`src/rtl/memory_arbiter_rr_if.sv`:
```
// rtl/memory_arbiter_rr_if.sv - RAM state type and core/RAM bus bundle for the multi-core arbiter
package memory_arbiter_rr_pkg;
  typedef enum logic [1:0] {RAM_FREE, RAM_BUSY, RAM_ACCESS, RAM_ERROR} ramstate_t;
endpackage

interface memory_arbiter_rr_if #(
  parameter int CPUS   = 2,
  parameter int WORD_W = 32
);
  import memory_arbiter_rr_pkg::*;

  logic [CPUS-1:0]        iREN;
  logic [CPUS-1:0]        dREN;
  logic [CPUS-1:0]        dWEN;
  logic [CPUS*WORD_W-1:0] iaddr;
  logic [CPUS*WORD_W-1:0] daddr;
  logic [CPUS*WORD_W-1:0] dstore;
  logic [CPUS-1:0]        iwait;
  logic [CPUS-1:0]        dwait;
  logic [CPUS*WORD_W-1:0] iload;
  logic [CPUS*WORD_W-1:0] dload;
  logic                   ramREN;
  logic                   ramWEN;
  logic [WORD_W-1:0]      ramaddr;
  logic [WORD_W-1:0]      ramstore;
  logic [WORD_W-1:0]      ramload;
  ramstate_t              ramstate;

  // arbiter side
  modport slave (
    input  iREN, dREN, dWEN, iaddr, daddr, dstore, ramload, ramstate,
    output iwait, dwait, iload, dload, ramREN, ramWEN, ramaddr, ramstore
  );

  // cores plus RAM model side
  modport master (
    output iREN, dREN, dWEN, iaddr, daddr, dstore, ramload, ramstate,
    input  iwait, dwait, iload, dload, ramREN, ramWEN, ramaddr, ramstore
  );
endinterface

```
`src/rtl/memory_arbiter_rr.sv`:
```
// rtl/memory_arbiter_rr.sv - round-robin arbiter of per-core I/D ports onto one RAM port
module memory_arbiter_rr #(
  parameter int CPUS   = 2,
  parameter int WORD_W = 32
) (
  input logic                CLK,
  input logic                nRST,
  memory_arbiter_rr_if.slave bus
);
  import memory_arbiter_rr_pkg::*;

  localparam int CW = (CPUS > 1) ? $clog2(CPUS) : 1;

  typedef enum logic {S_IDLE, S_BUSY} state_t;

  state_t          state_q, state_d;
  logic [CW-1:0]   rr_q, rr_d;
  logic [CW-1:0]   gnt_cpu_q, gnt_cpu_d;
  logic            gnt_d_q, gnt_d_d;
  logic [CPUS-1:0] d_pend;
  logic            found;
  logic            req_ok;
  int              idx;

  assign d_pend    = bus.dREN | bus.dWEN;
  assign bus.iload = {CPUS{bus.ramload}};
  assign bus.dload = {CPUS{bus.ramload}};

  always_ff @(posedge CLK or negedge nRST) begin
    if (!nRST) begin
      state_q   <= S_IDLE;
      rr_q      <= '0;
      gnt_cpu_q <= '0;
      gnt_d_q   <= 1'b0;
    end else begin
      state_q   <= state_d;
      rr_q      <= rr_d;
      gnt_cpu_q <= gnt_cpu_d;
      gnt_d_q   <= gnt_d_d;
    end
  end

  always_comb begin
    state_d      = state_q;
    rr_d         = rr_q;
    gnt_cpu_d    = gnt_cpu_q;
    gnt_d_d      = gnt_d_q;
    found        = 1'b0;
    req_ok       = 1'b0;
    idx          = 0;
    bus.iwait    = '1;
    bus.dwait    = '1;
    bus.ramREN   = 1'b0;
    bus.ramWEN   = 1'b0;
    bus.ramaddr  = '0;
    bus.ramstore = '0;

    case (state_q)
      S_IDLE: begin
        // first pending core at or after rr_q wins; data beats fetch inside a core
        for (int i = 0; i < CPUS; i++) begin
          idx = (int'(rr_q) + i) % CPUS;
          if (!found && (d_pend[idx] || bus.iREN[idx])) begin
            found     = 1'b1;
            gnt_cpu_d = CW'(idx);
            gnt_d_d   = d_pend[idx];
          end
        end
        if (found) state_d = S_BUSY;
      end

      S_BUSY: begin
        if (gnt_d_q) begin
          req_ok       = d_pend[gnt_cpu_q];
          bus.ramWEN   = bus.dWEN[gnt_cpu_q];
          bus.ramREN   = bus.dREN[gnt_cpu_q] & ~bus.dWEN[gnt_cpu_q];
          bus.ramaddr  = bus.daddr[gnt_cpu_q*WORD_W +: WORD_W];
          bus.ramstore = bus.dstore[gnt_cpu_q*WORD_W +: WORD_W];
        end else begin
          req_ok       = bus.iREN[gnt_cpu_q];
          bus.ramREN   = 1'b1;
          bus.ramaddr  = bus.iaddr[gnt_cpu_q*WORD_W +: WORD_W];
        end

        // a dropped request aborts without completing or advancing the pointer
        if (!req_ok) begin
          state_d = S_IDLE;
        end else if (bus.ramstate == RAM_ACCESS) begin
          if (gnt_d_q) bus.dwait[gnt_cpu_q] = 1'b0;
          else         bus.iwait[gnt_cpu_q] = 1'b0;
          rr_d    = (gnt_cpu_q == CW'(CPUS - 1)) ? '0 : gnt_cpu_q + 1'b1;
          state_d = S_IDLE;
        end
      end

      default: state_d = S_IDLE;
    endcase
  end
endmodule

```
`src/flat_wrapper.sv`:
```
// flat-port wrapper written by rule: the top's interface ports become plain ports
module memory_arbiter_rr_flat import memory_arbiter_rr_pkg::*;
#(
  parameter int CPUS   = 2,
  parameter int WORD_W = 32
)
  (CLK, nRST, bus_iREN, bus_dREN, bus_dWEN, bus_iaddr, bus_daddr, bus_dstore, bus_ramload, bus_ramstate, bus_iwait, bus_dwait, bus_iload, bus_dload, bus_ramREN, bus_ramWEN, bus_ramaddr, bus_ramstore);
  memory_arbiter_rr_if #(.CPUS(CPUS), .WORD_W(WORD_W)) bus_i ();
  input logic CLK;
  input logic nRST;
  input wire logic [$bits(bus_i.iREN)-1:0] bus_iREN;
  input wire logic [$bits(bus_i.dREN)-1:0] bus_dREN;
  input wire logic [$bits(bus_i.dWEN)-1:0] bus_dWEN;
  input wire logic [$bits(bus_i.iaddr)-1:0] bus_iaddr;
  input wire logic [$bits(bus_i.daddr)-1:0] bus_daddr;
  input wire logic [$bits(bus_i.dstore)-1:0] bus_dstore;
  input wire logic [$bits(bus_i.ramload)-1:0] bus_ramload;
  input wire logic [$bits(bus_i.ramstate)-1:0] bus_ramstate;
  output wire logic [$bits(bus_i.iwait)-1:0] bus_iwait;
  output wire logic [$bits(bus_i.dwait)-1:0] bus_dwait;
  output wire logic [$bits(bus_i.iload)-1:0] bus_iload;
  output wire logic [$bits(bus_i.dload)-1:0] bus_dload;
  output wire logic [$bits(bus_i.ramREN)-1:0] bus_ramREN;
  output wire logic [$bits(bus_i.ramWEN)-1:0] bus_ramWEN;
  output wire logic [$bits(bus_i.ramaddr)-1:0] bus_ramaddr;
  output wire logic [$bits(bus_i.ramstore)-1:0] bus_ramstore;
  assign bus_i.iREN = bus_iREN;
  assign bus_i.dREN = bus_dREN;
  assign bus_i.dWEN = bus_dWEN;
  assign bus_i.iaddr = bus_iaddr;
  assign bus_i.daddr = bus_daddr;
  assign bus_i.dstore = bus_dstore;
  assign bus_i.ramload = bus_ramload;
  assign bus_i.ramstate = bus_ramstate;
  assign bus_iwait = bus_i.iwait;
  assign bus_dwait = bus_i.dwait;
  assign bus_iload = bus_i.iload;
  assign bus_dload = bus_i.dload;
  assign bus_ramREN = bus_i.ramREN;
  assign bus_ramWEN = bus_i.ramWEN;
  assign bus_ramaddr = bus_i.ramaddr;
  assign bus_ramstore = bus_i.ramstore;
  memory_arbiter_rr #(.CPUS(CPUS), .WORD_W(WORD_W)) u_core (.CLK(CLK), .nRST(nRST), .bus(bus_i));
endmodule
```
`config.mk`:
```
export PLATFORM = sky130hd
export DESIGN_NAME = memory_arbiter_rr_flat
export DESIGN_NICKNAME = d
export VERILOG_FILES = /design/src/rtl/memory_arbiter_rr_if.sv /design/src/rtl/memory_arbiter_rr.sv /design/src/flat_wrapper.sv
export SDC_FILE = /design/constraint.sdc
export NUM_CORES = 1
export LEC_CHECK = 0
export ABC_AREA = 1
export BUFFER_PORTS_ARGS = -buffer_cell sky130_fd_sc_hd__clkbuf_2
export CORE_AREA = 4 4 164 166
export DETAILED_ROUTE_END_ITERATION = 6
export DIE_AREA = 0 0 168 170
export GPL_TIMING_DRIVEN = 1
export PLACE_DENSITY = 0.49
export SETUP_SLACK_MARGIN = 0.2
export SLEW_MARGIN = 10
export SYNTH_ARGS = -nofsm -noshare
export SYNTH_HDL_FRONTEND = slang
export SYNTH_SLANG_ARGS = --single-unit
```
`constraint.sdc`:
```
create_clock -name CLK -period 1.68 [get_ports CLK]
set_input_delay 0.084 -clock CLK [delete_from_list [all_inputs] [get_ports CLK]]
set_output_delay 0.084 -clock CLK [all_outputs]
set_load 0.02 [all_outputs]
```
# Word-level counts from Yosys, hierarchy flattened

Cells that the tools add are included.

Word-level logic and storage cells: 79
Memories kept: 0
Memory bits (read-only): 0
Input bits: 234
Output and inout port bits: 198
Register bits: 4
Bits in latches: 0
Memory bits (writable): 0

Multipliers: 0
Equal/unequal tests: 1
Add/sub/neg operators: 2
Muxes and demuxes: 51
Order comparisons: 4
Bitwise gates (word level): 6
Div/mod/pow operators: 0
Shifts and indexed selects: 3
Reduce and logical (&&, ||, !) cells: 8

Operator list:

| operator                                           | number |
|---|---|
| variable part select 64 x 7 -> 32 bit              | 3 |
| two-way mux 32 bit                                 | 4 |
| two-way mux 1 bit                                  | 37 |
| two-way mux 2 bit                                  | 8 |
| < comparator 1 x 2 -> 1 bit, second input constant | 2 |
| < comparator 2 x 3 -> 1 bit, second input constant | 1 |
| AND reduction 3 bit                                | 1 |
| adder 1 bit, second input constant                 | 2 |
| equality test 2 bit, second input constant         | 1 |
| logical AND 1 bit                                  | 2 |
| logical OR 1 bit                                   | 2 |
| NOT 1 bit                                          | 2 |
| NOT 2 bit                                          | 1 |
| OR 2 bit                                           | 1 |
| one-hot mux 1 bit (2 select lines)                 | 1 |
| AND reduction 2 bit                                | 1 |
| nonzero test 2 bit                                 | 1 |
| AND 1 bit                                          | 1 |
| AND 1 bit, first input constant                    | 1 |
| demux 1 bit (select 1 bit)                         | 1 |
| >= comparator 1 bit, second input constant         | 1 |
| zero test 1 bit                                    | 1 |

# Depth between registers and ports, before layout

Depth after elaboration: 12
Gate-level depth with buffers: 10

# Worst setup path before layout

Ideal clock, no wire load.

Path type: flip-flop to output port
Start point: register u_core.gnt_cpu_q
End point: output bus_ramaddr[22]
Data arrival time: 1386 ps
Slack: 210 ps
Path buffers: 2
Stages on the path, launching flop included: 6
Cells stage by stage: dfrtp_1 buf_2 inv_2 clkbuf_1 nand3_1 a31oi_1

Longest elaborated chain between the ends: 3
Elaborated cells between the ends (all ways): 4
Classes of those cells: 2 x shift; 2 x mux

Ends and longest elaborated chain:

| what                                                     | RTL line                                         | text |
|---|---|---|
| from (decl)                                              | memory_arbiter_rr.sv:18                          | `logic [CW-1:0] gnt_cpu_q, gnt_cpu_d;` |
| from (signal assigned)                                   | memory_arbiter_rr.sv:38                          | `gnt_cpu_q <= gnt_cpu_d;` |
| variable part select 64 x 7 -> 32 bit (on tied branches) | memory_arbiter_rr.sv:82, memory_arbiter_rr.sv:77 |  |
| two-way mux 32 bit (*)                                   | memory_arbiter_rr.sv:73                          | `if (gnt_d_q) begin` |
| two-way mux 32 bit (*)                                   | memory_arbiter_rr.sv:58                          | `case (state_q)` |
| to (decl)                                                | flat_wrapper.sv:25                               | `output wire logic [$bits(bus_i.ramaddr)-1:0] bus_ramaddr;` |

Every way passes the cells marked *; elsewhere a longest branch is shown, timed or not.

# Worst setup path in the final report

Start point: register u_core.gnt_cpu_q
End point: output bus_ramstore[23]

Longest elaborated chain between the ends: 3

Ends and longest elaborated chain:

| what                                  | RTL line                | text |
|---|---|---|
| variable part select 64 x 7 -> 32 bit | memory_arbiter_rr.sv:78 | `bus.ramstore = bus.dstore[gnt_cpu_q*WORD_W +: WORD_W];` |
| two-way mux 32 bit                    | memory_arbiter_rr.sv:73 |  |
| two-way mux 32 bit                    | memory_arbiter_rr.sv:58 |  |
| to (decl)                             | flat_wrapper.sv:26      | `output wire logic [$bits(bus_i.ramstore)-1:0] bus_ramstore;` |

No other way between the ends.

==> impl_results.md <==
* Synth cell count leaders: 132 x buf_4, 129 x nand2_1, 37 x nand3_1
* Top_reg_cell synth: dfrtp_1
* Critical hold path startpoint: bus_ramload[4]
* Post-Synthesis Cell Area at roughly 0.0027 sq mm
* Post-route DRC at 0
* Status: finished, violations left
* Layout Nets at between 800 and 900
* # IOs at between 400 and 500
* CP startpoint kind: flop
* First-pass DRT Iterations at 5
* Synth warnings at 0
* Maxcap violations at 0
* Placed cell count at 930
* Clk_lat worst skew at 0.22 ns
* Layout cells sized above 1 at around two thirds
* Reg clk slew, reported paths at 0.03 ns
* Die height at 170 um
* Reg2Reg Launch Point: u_core.gnt_cpu_q$_DFFE_PN0P_
* Peak Freq at slightly below 600 MHz
* Number of DRC markers in iteration 0 at around 150
* CP Cell Sequence: inv_4 > nand2_8 > clkinv_8 > buf_12 > clkbuf_16 > nand2_2 > a21oi_2 > buf_4
* Sink Count at 4
* Final Hold Vio Count at 0
* Top-area cell type share of the netlist area at ~37%
* Dpl ws at 0.135 ns
* Register bit count reported by yosys at 4
* Count leader, synth: buf_4
* IO buf count at 271
* Worst setup margin at -0.0126 ns
* Hold Crit Class: input pin to primary output
* Via-to-Cell Ratio at about 4
* Clock Skews at 0.000502 ns
* Initial antenna violation count at 3
* Flop2flop setup slack at 0.16 ns
* Crit end category: primary output
* CP endpoint: bus_ramstore[23]
* Num CTS Buffers at 3
* CP max stage cell: dfrtp_2
* Final setup viols at 4
* Clock Root Buffer: clkbuf_16
* Least-Margin Pin Slew at ~0.30 ns
* Violated checks: setup timing
* WHS at ~0.17 ns
* EDFF count, synth at 0
* Synth unique cells at 20
* Critical Path RT at 1.60 ns
* Leak pwr at 2.36 nW
* Period minus WS final at 1.69 ns
* R2r worst-path depth at 10
* Die Footprint at 0.0286 sq mm
* First-pass GRT wire length at 22.1 mm
* Crit-path max cell delay at roughly 0.47 ns
* Mapped Cells at 467
* Vias in the first global route at 3724
* Final ANT Viol Nets at 0
* RSZ-0062 raised after global routing: true
* Area of the core at 0.0256 sq mm
* Antenna diode instance count at 0
* Non-Filler Instances at roughly 970
* Routed WL at between 15 and 20 mm
* Sequential area share after synthesis at 3.73%
* RePlAce Congestion at 0.744
* Fraction of registers with async set/reset at 100%
* Via Count at 3888
* Largest net degree at the start of global routing at 40
* DR WL/cell at around 18 um
* CP max FO at 5
* Max clock buf depth at 2
* Worst path arrival time at 1.61 ns
* Crit. Startpoint: u_core.gnt_cpu_q$_DFFE_PN0P_
* Total power at 9.62 mW
* Worst vdd ir at between 600 and 700 uV
* Post-Syn Nets at 701
* Slew Limit Fails at 0
* Synth Area per Inst at 5.74 sq um
* GRT Total Usage at 10.2%
* Pwr Density at roughly 1900 mW/mm^2
* Starting density of the core at a little over a tenth
* Critical path type: flop to primary output
* Slew HR at 79.7%
* Reg2Reg Capture Point: u_core.rr_q$_DFFE_PN0P_
* Fin crit share at 101%
* Die width at 168 um
* Largest area contributor in the netlist: buf_4
* CTS tree: done
* H-tree depth at 1
* Dpl hpwl at 11.6 mm
* Row cnt at 59
* Gr ovfl total at 0
* Area Overhead vs Synth at 88.0%
* Top cells by area, synth: buf_4 37%, nand2_1 18%, a22oi_1 9.0%, a31oi_1 7.5%, nand3_1 6.9%
[kinds of logic (layout without fill, tap and decap cells)]
logic type             count (synthesis)  in the layout  share of synthesized area (%)
AOI/OAI and AO/OA                    107            107                           24.7
buffers and inverters                174            341                           43.7
DFF                                    4              4                           3.73
and+or+nand+nor                      182            182                           27.8
[stage by stage]
step                      utilization (%)  area, sq um  setup TNS, ns
after floorplan                         -         2680              0
after global placement               13.8         3540              0
after detailed placement             13.8         3540              0
after CTS                            16.9         4320              0
after global routing                 19.7         5040          -2.50
final                                19.7         5040        -0.0319
[critical path: cells and delay by family (launching register included)]
family	cells	cell delay, ns
flip-flops	1	0.47
buffers and inverters	5	0.64
AO/OA/AOI/OAI	1	0.12
AND/OR/NAND/NOR	2	0.12
[timing repair]
item,4_1_cts,5_1_grt
gates cloned,9,8
hold buffers,1,0
setup buffers,11,7
endpoints found under the hold margin,4,0
resized for setup,108,199
endpoints found under the setup margin,69,74
pin swaps,13,37
[power breakdown]
part	switching, mW	leakage [nW]	internal [mW]
Sequential	0.124	0.0439	0.153
Combinational	4.82	2.28	4.16
Clock	0.0592	0.0370	0.303
Total	5.00	2.36	4.62
[flip-flops by register name, indices dropped and copies added (netlist names)]
register	cells
u_core.gnt_d_q	1
u_core.state_q	1
u_core.rr_q	1
u_core.gnt_cpu_q	1
[per-layer routing]
layer	vias up	share of wire, %	wire, um	global-route usage (%)
met4	6	4.5	797	4.45
met5	-	0.19	34	0
met3	59	10	1840	3.09
met2	302	52	9290	18.7
met1	1729	33	5910	10.8
li1	1792	-	-	-
[placed cells by master (no fill, tap or decap), drive strengths merged]
master       instances
a21oi               32
nand4                5
dlygate4sd3          1
o21a                 1
inv                 13
buf                110
nor2                10
a31oi               32
o221ai               1
clkbuf             215
clkinv               2
a22oi               32
dfrtp                4
nand3               37
o21ai                9
nand2              130
[final cells by class]
type,instances,area (sq um)
repair buffers,323,2530
fillers,2883,20600
multi-input cells,289,1820
clock buffers,3,75.1
flip-flops and latches,4,104
well taps,335,419
inverters,15,93.8
[how the worst min path moves through the flow]
stage	end	depth (start not counted)
2_1_floorplan	u_core.gnt_cpu_q$_DFFE_PN0P_	0
3_3_place_gp	u_core.gnt_d_q$_DFFE_PN0P_	1
3_5_place_dp	u_core.gnt_d_q$_DFFE_PN0P_	1
4_1_cts	bus_dload[63]	0
5_1_grt	bus_dload[34]	0
6_report	bus_iload[4]	0
(Power assumes the default switching activity.)
